File: config.mk
export PLATFORM = sky130hd
export DESIGN_NAME = ssd1331_spi_decoder
export DESIGN_NICKNAME = d
export VERILOG_FILES = /design/src/rtl/ssd1331_spi_decoder.sv
export SDC_FILE = /design/constraint.sdc
export NUM_CORES = 1
export LEC_CHECK = 0
export ABC_AREA = 1
export CAP_MARGIN = 15
export CORE_MARGIN = 3
export CORE_UTILIZATION = 50
export CTS_BUF_LIST = sky130_fd_sc_hd__clkbuf_8
export DETAILED_ROUTE_END_ITERATION = 10
export PLACE_DENSITY = 0.73
export SKIP_LAST_GASP = 1
export SLEW_MARGIN = 20
export SYNTH_ARGS = -nofsm -noshare
export SYNTH_HDL_FRONTEND = slang
export SYNTH_SLANG_ARGS = --single-unit
File: constraint.sdc
create_clock -name i_CLK -period 2.22 [get_ports i_CLK]
set_clock_uncertainty 0.05 [all_clocks]
set_input_delay 0.444 -clock i_CLK [delete_from_list [all_inputs] [get_ports i_CLK]]
set_output_delay 0.444 -clock i_CLK [all_outputs]
set_load 0.01 [all_outputs]
File: src/rtl/ssd1331_spi_decoder.sv
// ssd1331_spi_decoder
// Receive side of the SSD1331 4-wire SPI link. All SPI pins are oversampled
// on i_CLK, bytes are assembled MSB first, command bytes drive a small parser
// (display on/off, remap, column/row window) and data bytes become addressed
// pixel writes into a NUM_COL x NUM_ROW frame buffer.
//
// Ports
//   i_CLK        system clock, all flops on its rising edge
//   i_RST        synchronous active-high reset
//   i_CS         SPI chip select, active low (asynchronous)
//   i_SCK        SPI clock, idle low, MOSI sampled on its rising edge
//   i_MOSI       serial data, MSB first
//   i_DC         0 = command byte, 1 = data byte (taken with bit 0)
//   i_RES        OLED reset pin, active low (asynchronous)
//   o_BYTE_VALID one-cycle pulse per received byte
//   o_BYTE       received byte
//   o_BYTE_DC    DC level of that byte
//   o_PIX_WE     one-cycle pixel write strobe
//   o_PIX_ADDR   row*NUM_COL + col of the pixel written
//   o_PIX_DATA   pixel colour
//   o_DISPLAY_ON set by 0xAF, cleared by 0xAE
//   o_REMAP      last 0xA0 argument
//   o_ERR        one-cycle pulse on a protocol error
module ssd1331_spi_decoder #(
    parameter int NUM_COL      = 96,
    parameter int NUM_ROW      = 64,
    parameter int N_COLOR_BITS = 8,
    parameter int ADDR_W       = 13
) (
    input  logic                    i_CLK,
    input  logic                    i_RST,
    input  logic                    i_CS,
    input  logic                    i_SCK,
    input  logic                    i_MOSI,
    input  logic                    i_DC,
    input  logic                    i_RES,
    output logic                    o_BYTE_VALID,
    output logic [7:0]              o_BYTE,
    output logic                    o_BYTE_DC,
    output logic                    o_PIX_WE,
    output logic [ADDR_W-1:0]       o_PIX_ADDR,
    output logic [N_COLOR_BITS-1:0] o_PIX_DATA,
    output logic                    o_DISPLAY_ON,
    output logic [7:0]              o_REMAP,
    output logic                    o_ERR
);

    localparam int COL_W = $clog2(NUM_COL);
    localparam int ROW_W = $clog2(NUM_ROW);

    localparam logic [7:0]        COL_LIMIT  = 8'(NUM_COL);
    localparam logic [7:0]        ROW_LIMIT  = 8'(NUM_ROW);
    localparam logic [COL_W-1:0]  COL_LAST   = COL_W'(NUM_COL - 1);
    localparam logic [ROW_W-1:0]  ROW_LAST   = ROW_W'(NUM_ROW - 1);
    localparam logic [ADDR_W-1:0] COL_STRIDE = ADDR_W'(NUM_COL);

    localparam logic [7:0] CMD_COL_ADDR = 8'h15;
    localparam logic [7:0] CMD_ROW_ADDR = 8'h75;
    localparam logic [7:0] CMD_REMAP    = 8'hA0;
    localparam logic [7:0] CMD_DISP_ON  = 8'hAF;
    localparam logic [7:0] CMD_DISP_OFF = 8'hAE;
    localparam logic [7:0] REMAP_RESET  = 8'h40;

    typedef enum logic [2:0] {
        P_CMD   = 3'd0,
        P_COL_A = 3'd1,
        P_COL_B = 3'd2,
        P_ROW_A = 3'd3,
        P_ROW_B = 3'd4,
        P_REMAP = 3'd5
    } parser_state_t;

    // ------------------------------------------------------------------
    // Pin synchronisers
    // ------------------------------------------------------------------
    logic cs_meta_r,   cs_sync_r;
    logic sck_meta_r,  sck_sync_r, sck_prev_r;
    logic mosi_meta_r, mosi_sync_r;
    logic dc_meta_r,   dc_sync_r;
    logic res_meta_r,  res_sync_r;

    // Two-flop synchronisers for every SPI pin plus SCK edge history.
    always_ff @(posedge i_CLK) begin
        if (i_RST) begin
            cs_meta_r   <= 1'b1;
            cs_sync_r   <= 1'b1;
            sck_meta_r  <= 1'b0;
            sck_sync_r  <= 1'b0;
            sck_prev_r  <= 1'b0;
            mosi_meta_r <= 1'b0;
            mosi_sync_r <= 1'b0;
            dc_meta_r   <= 1'b0;
            dc_sync_r   <= 1'b0;
            res_meta_r  <= 1'b1;
            res_sync_r  <= 1'b1;
        end else begin
            cs_meta_r   <= i_CS;
            cs_sync_r   <= cs_meta_r;
            sck_meta_r  <= i_SCK;
            sck_sync_r  <= sck_meta_r;
            sck_prev_r  <= sck_sync_r;
            mosi_meta_r <= i_MOSI;
            mosi_sync_r <= mosi_meta_r;
            dc_meta_r   <= i_DC;
            dc_sync_r   <= dc_meta_r;
            res_meta_r  <= i_RES;
            res_sync_r  <= res_meta_r;
        end
    end

    // The OLED reset pin clears everything downstream of the synchronisers,
    // exactly like i_RST, but never raises o_ERR.
    logic rst_s;
    logic sck_rise_s;
    assign rst_s      = i_RST | ~res_sync_r;
    assign sck_rise_s = sck_sync_r & ~sck_prev_r;

    // ------------------------------------------------------------------
    // Byte assembler
    // ------------------------------------------------------------------
    logic [2:0] bit_cnt_r;
    logic [6:0] shift_r;
    logic [7:0] byte_s;
    logic       byte_done_s;
    logic       cs_err_s;

    // Completed byte is the seven stored bits plus the bit on the wire now,
    // so decode happens in the same cycle the 8th rising edge is detected.
    assign byte_s      = {shift_r, mosi_sync_r};
    assign byte_done_s = sck_rise_s & ~cs_sync_r & (bit_cnt_r == 3'd7);
    assign cs_err_s    = cs_sync_r & (bit_cnt_r != 3'd0);

    // Bit counter and shift register; CS high re-frames to a byte boundary.
    always_ff @(posedge i_CLK) begin
        if (rst_s) begin
            bit_cnt_r <= 3'd0;
            shift_r   <= 7'd0;
        end else if (cs_sync_r) begin
            bit_cnt_r <= 3'd0;
        end else if (sck_rise_s) begin
            shift_r   <= byte_s[6:0];
            bit_cnt_r <= bit_cnt_r + 3'd1;
        end
    end

    // ------------------------------------------------------------------
    // Parser and pixel addressing
    // ------------------------------------------------------------------
    parser_state_t       state_r, state_nxt;
    logic [7:0]          arg_start_r, arg_start_nxt;
    logic [COL_W-1:0]    col_start_r, col_start_nxt;
    logic [COL_W-1:0]    col_end_r,   col_end_nxt;
    logic [ROW_W-1:0]    row_start_r, row_start_nxt;
    logic [ROW_W-1:0]    row_end_r,   row_end_nxt;
    logic [COL_W-1:0]    cur_col_r,   cur_col_nxt;
    logic [ROW_W-1:0]    cur_row_r,   cur_row_nxt;
    logic                display_on_r, display_on_nxt;
    logic [7:0]          remap_r,      remap_nxt;
    logic                pix_we_r,     pix_we_nxt;
    logic [ADDR_W-1:0]   pix_addr_r,   pix_addr_nxt;
    logic [N_COLOR_BITS-1:0] pix_data_r, pix_data_nxt;
    logic                byte_valid_r;
    logic [7:0]          byte_r;
    logic                byte_dc_r;
    logic                err_r;
    logic                parse_err_s;
    logic [ADDR_W-1:0]   pix_addr_s;

    assign pix_addr_s = ADDR_W'(cur_row_r) * COL_STRIDE + ADDR_W'(cur_col_r);

    // Parser next-state, window/cursor update and pixel write decode.
    always_comb begin
        state_nxt      = state_r;
        arg_start_nxt  = arg_start_r;
        col_start_nxt  = col_start_r;
        col_end_nxt    = col_end_r;
        row_start_nxt  = row_start_r;
        row_end_nxt    = row_end_r;
        cur_col_nxt    = cur_col_r;
        cur_row_nxt    = cur_row_r;
        display_on_nxt = display_on_r;
        remap_nxt      = remap_r;
        pix_we_nxt     = 1'b0;
        pix_addr_nxt   = pix_addr_r;
        pix_data_nxt   = pix_data_r;
        parse_err_s    = 1'b0;

        if (byte_done_s) begin
            if (dc_sync_r) begin
                // Data byte: always a pixel; it also abandons any pending
                // command that was still waiting for arguments.
                pix_we_nxt   = 1'b1;
                pix_addr_nxt = pix_addr_s;
                pix_data_nxt = N_COLOR_BITS'(byte_s);
                if (cur_col_r == col_end_r) begin
                    cur_col_nxt = col_start_r;
                    if (cur_row_r == row_end_r) begin
                        cur_row_nxt = row_start_r;
                    end else begin
                        cur_row_nxt = cur_row_r + ROW_W'(1);
                    end
                end else begin
                    cur_col_nxt = cur_col_r + COL_W'(1);
                end
                if (state_r != P_CMD) begin
                    parse_err_s = 1'b1;
                    state_nxt   = P_CMD;
                end else begin
                    state_nxt   = P_CMD;
                end
            end else begin
                case (state_r)
                    P_CMD: begin
                        case (byte_s)
                            CMD_COL_ADDR: state_nxt      = P_COL_A;
                            CMD_ROW_ADDR: state_nxt      = P_ROW_A;
                            CMD_REMAP:    state_nxt      = P_REMAP;
                            CMD_DISP_ON:  display_on_nxt = 1'b1;
                            CMD_DISP_OFF: display_on_nxt = 1'b0;
                            default:      state_nxt      = P_CMD;
                        endcase
                    end
                    P_COL_A: begin
                        arg_start_nxt = byte_s;
                        state_nxt     = P_COL_B;
                    end
                    P_COL_B: begin
                        // A rejected window leaves window and cursor intact.
                        if ((arg_start_r <= byte_s) && (byte_s < COL_LIMIT)) begin
                            col_start_nxt = arg_start_r[COL_W-1:0];
                            col_end_nxt   = byte_s[COL_W-1:0];
                            cur_col_nxt   = arg_start_r[COL_W-1:0];
                        end else begin
                            parse_err_s   = 1'b1;
                        end
                        state_nxt = P_CMD;
                    end
                    P_ROW_A: begin
                        arg_start_nxt = byte_s;
                        state_nxt     = P_ROW_B;
                    end
                    P_ROW_B: begin
                        if ((arg_start_r <= byte_s) && (byte_s < ROW_LIMIT)) begin
                            row_start_nxt = arg_start_r[ROW_W-1:0];
                            row_end_nxt   = byte_s[ROW_W-1:0];
                            cur_row_nxt   = arg_start_r[ROW_W-1:0];
                        end else begin
                            parse_err_s   = 1'b1;
                        end
                        state_nxt = P_CMD;
                    end
                    P_REMAP: begin
                        remap_nxt = byte_s;
                        state_nxt = P_CMD;
                    end
                    default: begin
                        state_nxt = P_CMD;
                    end
                endcase
            end
        end else begin
            state_nxt = state_r;
        end
    end

    // Parser state register.
    always_ff @(posedge i_CLK) begin
        if (rst_s) begin
            state_r <= P_CMD;
        end else begin
            state_r <= state_nxt;
        end
    end

    // Window, cursor and output registers; one byte's effects land together.
    always_ff @(posedge i_CLK) begin
        if (rst_s) begin
            arg_start_r  <= 8'd0;
            col_start_r  <= '0;
            col_end_r    <= COL_LAST;
            row_start_r  <= '0;
            row_end_r    <= ROW_LAST;
            cur_col_r    <= '0;
            cur_row_r    <= '0;
            display_on_r <= 1'b0;
            remap_r      <= REMAP_RESET;
            pix_we_r     <= 1'b0;
            pix_addr_r   <= '0;
            pix_data_r   <= '0;
            byte_valid_r <= 1'b0;
            byte_r       <= 8'd0;
            byte_dc_r    <= 1'b0;
            err_r        <= 1'b0;
        end else begin
            arg_start_r  <= arg_start_nxt;
            col_start_r  <= col_start_nxt;
            col_end_r    <= col_end_nxt;
            row_start_r  <= row_start_nxt;
            row_end_r    <= row_end_nxt;
            cur_col_r    <= cur_col_nxt;
            cur_row_r    <= cur_row_nxt;
            display_on_r <= display_on_nxt;
            remap_r      <= remap_nxt;
            pix_we_r     <= pix_we_nxt;
            pix_addr_r   <= pix_addr_nxt;
            pix_data_r   <= pix_data_nxt;
            byte_valid_r <= byte_done_s;
            if (byte_done_s) begin
                byte_r    <= byte_s;
                byte_dc_r <= dc_sync_r;
            end
            err_r        <= cs_err_s | parse_err_s;
        end
    end

    assign o_BYTE_VALID = byte_valid_r;
    assign o_BYTE       = byte_r;
    assign o_BYTE_DC    = byte_dc_r;
    assign o_PIX_WE     = pix_we_r;
    assign o_PIX_ADDR   = pix_addr_r;
    assign o_PIX_DATA   = pix_data_r;
    assign o_DISPLAY_ON = display_on_r;
    assign o_REMAP      = remap_r;
    assign o_ERR        = err_r;

endmodule

==> After elaboration in Yosys (flattened, before gate mapping) <==
Cells that the tools add are included.
{ "word_totals": {"ff_bits": 113, "output_inout_bits": 42, "word_cells": 108} }
{ "classes": {"bitwise": 11, "reduce_logical": 24, "n_mul": 1, "order_cmp": 3, "eq_ne": 15, "n_mux": 20, "n_addsub": 4} }
{ "ops": {"columns": ["op", "n"], "rows": [
  ["$mux 6", 5],
  ["$mux 7", 4],
  ["$eq 8x8->1 const B", 3],
  ["$lt 8x7->1 const B", 2],
  ["$reduce_and 4->1", 4],
  ["$add 13x7->13", 1],
  ["$pmux 3 s4", 1],
  ["$reduce_bool 2->1", 5],
  ["$eq 3x3->1 const B", 3],
  ["$pmux 3 s3", 1],
  ["$reduce_and 3->1", 3],
  ["$eq 8x5->1 const B", 1],
  ["$eq 8x7->1 const B", 1],
  ["$le 8x8->1", 1],
  ["$mul 6x2->8 const B", 1],
  ["$reduce_or 2->1", 4],
  ["$add 7x1->7 const B", 1],
  ["$eq 7x7->1", 1],
  ["$add 6x1->6 const B", 1],
  ["$eq 3x2->1 const B", 2],
  ["$eq 6x6->1", 1],
  ["$mux 1", 6],
  ["$reduce_and 2->1", 3],
  ["$reduce_bool 3->1", 2],
  ["other kinds (11)", 21]
]} }

==> Longest topological paths before layout <==
{ "depth": {"ltp_word": 7, "ltp_mapped": 16, "mapped_depth_nobuf": 15} }

==> Least setup slack after synthesis <==
Ideal clock, no wire load.
{ "synth_timing": {"path_type": "reg2reg", "start": "register cur_row_r[0]", "end": "register pix_addr_r[12], in the netlist o_PIX_ADDR[12]", "setup_time_ns": 0.109, "stages_incl_launch_ff": 12, "arrival_time_ns": 1.820, "required_ns": 2.061, "path_slack_ns": 0.241, "path_cell_list": "dfxtp_1 > ha_1 > fa_1 > nand2_1 > nor2_1 > nand3_1 > nor2_1 > nand2_1 > nand2_1 > nand3_1 > nand2_1 > inv_1"} }
{ "synth_between": {"elab_chain_cells": 2} }
{ "synth_lines": {"columns": ["item", "line", "rtl"], "rows": [
  ["from (decl)", "156", "logic [ROW_W-1:0] cur_row_r, cur_row_nxt;"],
  ["from (signal assigned)", "301", "cur_row_r <= cur_row_nxt;"],
  ["$mul 6x2->8", "169", "assign pix_addr_s = ADDR_W'(cur_row_r) * COL_STRIDE + ADDR_W'(cur_col_r);"],
  ["$add 13x7->13", "169", null],
  ["to (signal assigned)", "305", "pix_addr_r <= pix_addr_nxt;"],
  ["to (decl)", "160", "logic [ADDR_W-1:0] pix_addr_r, pix_addr_nxt;"]
]} }
Every way passes these cells.
A chain may end at the register's enable or synchronous reset.

==> Worst setup path after layout <==
{ "layout_timing": {"start": "register shift_r[3]", "end": "register cur_row_r[0]"} }
{ "layout_between": {"elab_chain_cells": 4, "word_cells_on_any_way": 5} }
{ "layout_lines": {"columns": ["item", "line", "rtl"], "rows": [
  ["from (decl)", "122", "logic [6:0] shift_r;"],
  ["from (signal assigned)", "141", "shift_r <= byte_s[6:0];"],
  ["$le 8x8->1 / $lt 8x7->1 (equally long branches)", "243", "if ((arg_start_r <= byte_s) && (byte_s < ROW_LIMIT)) begin"],
  ["$logic_and 1x1->1 (*)", "243", null],
  ["$reduce_bool 2->1 (no line) (*)", null, null],
  ["$reduce_and 4->1 (no line) (*)", null, null]
]} }
Every way passes the cells marked *; elsewhere a longest branch is shown, timed or not.

==> impl_metrics.toml <==
[status]
run_status = "complete, no violations"

[sta]
final_min_period_over_clock_period = 0.946
number_of_slew_limit_violations_in_the_final_report = 0
report.final.setup_viol = 0
hold_slack_ns = 0.355
fin_tns_setup_ns = 0
setup_slack_ns = 0.119
max_freq_mhz = 476
slew-limit-headroom = 0.669
period_minus_slack_ns = 2.10
timing_hold_violations_final = 0
worst_pin_slew_ns = 0.495

[cells_and_area]
drive_above_1_share = 0.124
final_cell_area_um2 = 6810
area_growth_pct = 22.5
layout_common_cells = "sky130_fd_sc_hd__nand2_1, sky130_fd_sc_hd__dfxtp_1, sky130_fd_sc_hd__inv_1"
final_nets = 848
final_core_utilization = 0.645
layout.cells.non_filler = 967
layout.cells.most_common = "sky130_fd_sc_hd__nand2_1"
insertedDiodeCount = 0

[synthesis]
yosys.area.top_type = "sky130_fd_sc_hd__dfxtp_1"
netlist.area_leader.share = 0.407
synthesis.yosys.warnings = 0
synth_seq_cells = 113
post_synth.cell_area_avg_um2 = 7.42
mappedNetlistNets = 779
post_synth_cell_types = 40
synth_edf_count = 0
ys_top_cells_by_area = "sky130_fd_sc_hd__dfxtp_1, sky130_fd_sc_hd__nand2_1, sky130_fd_sc_hd__inv_1, sky130_fd_sc_hd__nor2_1, sky130_fd_sc_hd__nand3_1"
async_reset_ff_frac = 0
post_synthesis_instance_total = 749
top_ff_cell_synth = "sky130_fd_sc_hd__dfxtp_1"
synthesis.area_um2 = 5560
seq_area_frac_synth = 0.407

[place]
place_inst = 930
place_worst_setup_slack_ns = 0.109
buffer_ports.inserted = 48
gp_routability_congestion = 0.901
hpwlAfterDp_mm = 9.86
placement.cell_area_um2 = 6260

[global_routing]
grt_util_all_layers = 0.224
grt_start_max_net_pins = 40
grt_overflow_total = 0
grt_pass1_wl_mm = 22.7
grt_pass1_vias = 4743
number_of_antenna_violations_at_the_first_check_in_global_routing = 0

[worst_setup_path]
crit_arrival_ns = 2.37
start_kind = "flip-flop"
worstReg2RegEnd = "cur_row_r[0]"
cp.required_ns = 2.49
critical_path_peak_fanout = 15
critPathCaptureType = "flip-flop"
critical_path.reg2reg.startpoint = "shift_r[3]"
rr_worst_depth = 12
rrSetupSlack_ns = 0.12
timing.setup.critical_path_class = "reg -> reg"

[clock_tree]
clock_tree_from_tritoncts = "yes"
h-tree-depth = 4
cts_inserted_buffers = 17
clock_path_buffers = 2
path_clk_slew_ns = 0.06
clock_sink_count = 113
cts-hold-fix-buffers = 0
clock-root-buffer = "sky130_fd_sc_hd__clkbuf_8"
clkLatencyLatePin_ns = 0.43

[worst_hold_path]
whs_path_depth = 2
worst_hold_endpoint = "dc_sync_r"
hp-start = "dc_meta_r"
hold_class = "reg -> reg"

[floorplanning]
die_width_um = 111
die-height_um = 111
die_area_um2 = 12400
starting_density_of_the_core = 0.527
rows = 37
ioPinCount = 49
design.core.area_um2 = 10600

[power_and_ir_drop]
power-per-cell-area_nw_per_um2 = 636
vdd_ir_drop_max_v = 0.000559
p_total_mw = 4.33
static-leakage-power_nw = 3.23

[detailed_routing]
drt_pre_antenna_iters = 5
remaining_drc_errors = 0
post_drt_wl_per_cell_um = 14.4
drtAntennaViolNets = 0
routed_wirelength_mm = 13.9
via_count = 5057
viasPerCell = 5.23
first_iter_violations = 302

[run]
timing.max_cap.violations = 0
==> worst max path at each step <==
stage | startpoint | endpoint | depth (start not counted)
CTS | bit_cnt_r[1] | arg_start_r[4] | 7
detailed placement | cur_row_r[1] | o_PIX_ADDR[10] | 9
global route | shift_r[3] | cur_row_r[4] | 12
global placement | cur_row_r[1] | o_PIX_ADDR[10] | 9
finish | shift_r[3] | cur_row_r[0] | 12
floorplan | cur_row_r[0] | o_PIX_ADDR[12] | 11
==> logic make-up (layout without fill, tap and decap cells) <==
group           count (synthesis)  count (layout)  synth area share
simple gates                  335             335             0.278
compound gates                135             135             0.136
buf+inv                       123             205            0.0925
flops                         113             113             0.407
fa+ha+maj                      23              23            0.0545
xor+xnor                       20              20            0.0315
==> routing by layer <==
| metal | global-route usage | vias to the layer above | share of wire |
|---|---|---|---|
| li1 | - | 2558 | - |
| met4 | 0.0770 | 0 | 0.020 |
| met5 | 0 | - | 0 |
| met2 | 0.387 | 124 | 0.49 |
| met3 | 0.0522 | 21 | 0.048 |
| met1 | 0.274 | 2354 | 0.44 |
==> critical path: stages (launching register included) <==
cell and delay (ns):
sky130_fd_sc_hd__dfxtp_2 0.36, sky130_fd_sc_hd__clkinv_1 0.12, sky130_fd_sc_hd__ha_1 0.33, sky130_fd_sc_hd__nand2_1 0.08, sky130_fd_sc_hd__nor2_1 0.12, sky130_fd_sc_hd__nand4_1 0.17
sky130_fd_sc_hd__nand2_2 0.19, sky130_fd_sc_hd__nand3_4 0.12, sky130_fd_sc_hd__buf_12 0.18, sky130_fd_sc_hd__nand2_2 0.11, sky130_fd_sc_hd__nand2_1 0.07, sky130_fd_sc_hd__nand2_1 0.05
sky130_fd_sc_hd__nor2_1 0.04
==> what timing repair did <==
| item | in CTS | in global routing |
|---|---|---|
| setup buffers | 0 | 4 |
| setup endpoints to repair | 0 | 36 |
| resized for setup | 0 | 12 |
==> cell usage after synthesis (all sizes together) (2+ instances only) <==
cell	n
ha	21
or2	4
buf	16
nand3	65
fa	2
o21ai	60
clkinv	6
nand3b	9
nand4	10
o211ai	14
nor4	2
xnor2	10
xor2	10
dfxtp	113
a21oi	56
nor3	3
clkbuf	11
nor2	88
inv	90
nand2	153
==> registers in the layout (all words and copies together) (netlist names), 3 cells and up <==
signal and count:
row_start_r 6, cur_col_r 7, shift_r 7, col_end_r 7, col_start_r 7, o_PIX_DATA 8
o_BYTE 8, o_REMAP 8, o_PIX_ADDR 13, bit_cnt_r 3, arg_start_r 8, cur_row_r 6
state_r 3, row_end_r 6
==> power breakdown <==
part | leakage [nW] | total, mW | internal (mW) | switching (mW)
Sequential | 0.915 | 2.05 | 2.04 | 0.00768
Clock | 0.226 | 2.15 | 1.33 | 0.817
Combinational | 2.09 | 0.137 | 0.0484 | 0.0891
==> area by class of cell <==
class / count / area [um2]
Fill cell: 911 / 3740
Multi-Input combinational cell: 513 / 2810
Sequential cell: 113 / 2270
Timing Repair Buffer: 77 / 753
Inverter: 96 / 360
Clock buffer: 21 / 289
Tap cell: 136 / 170
Clock inverter: 11 / 160
(Power assumes the default switching activity.)
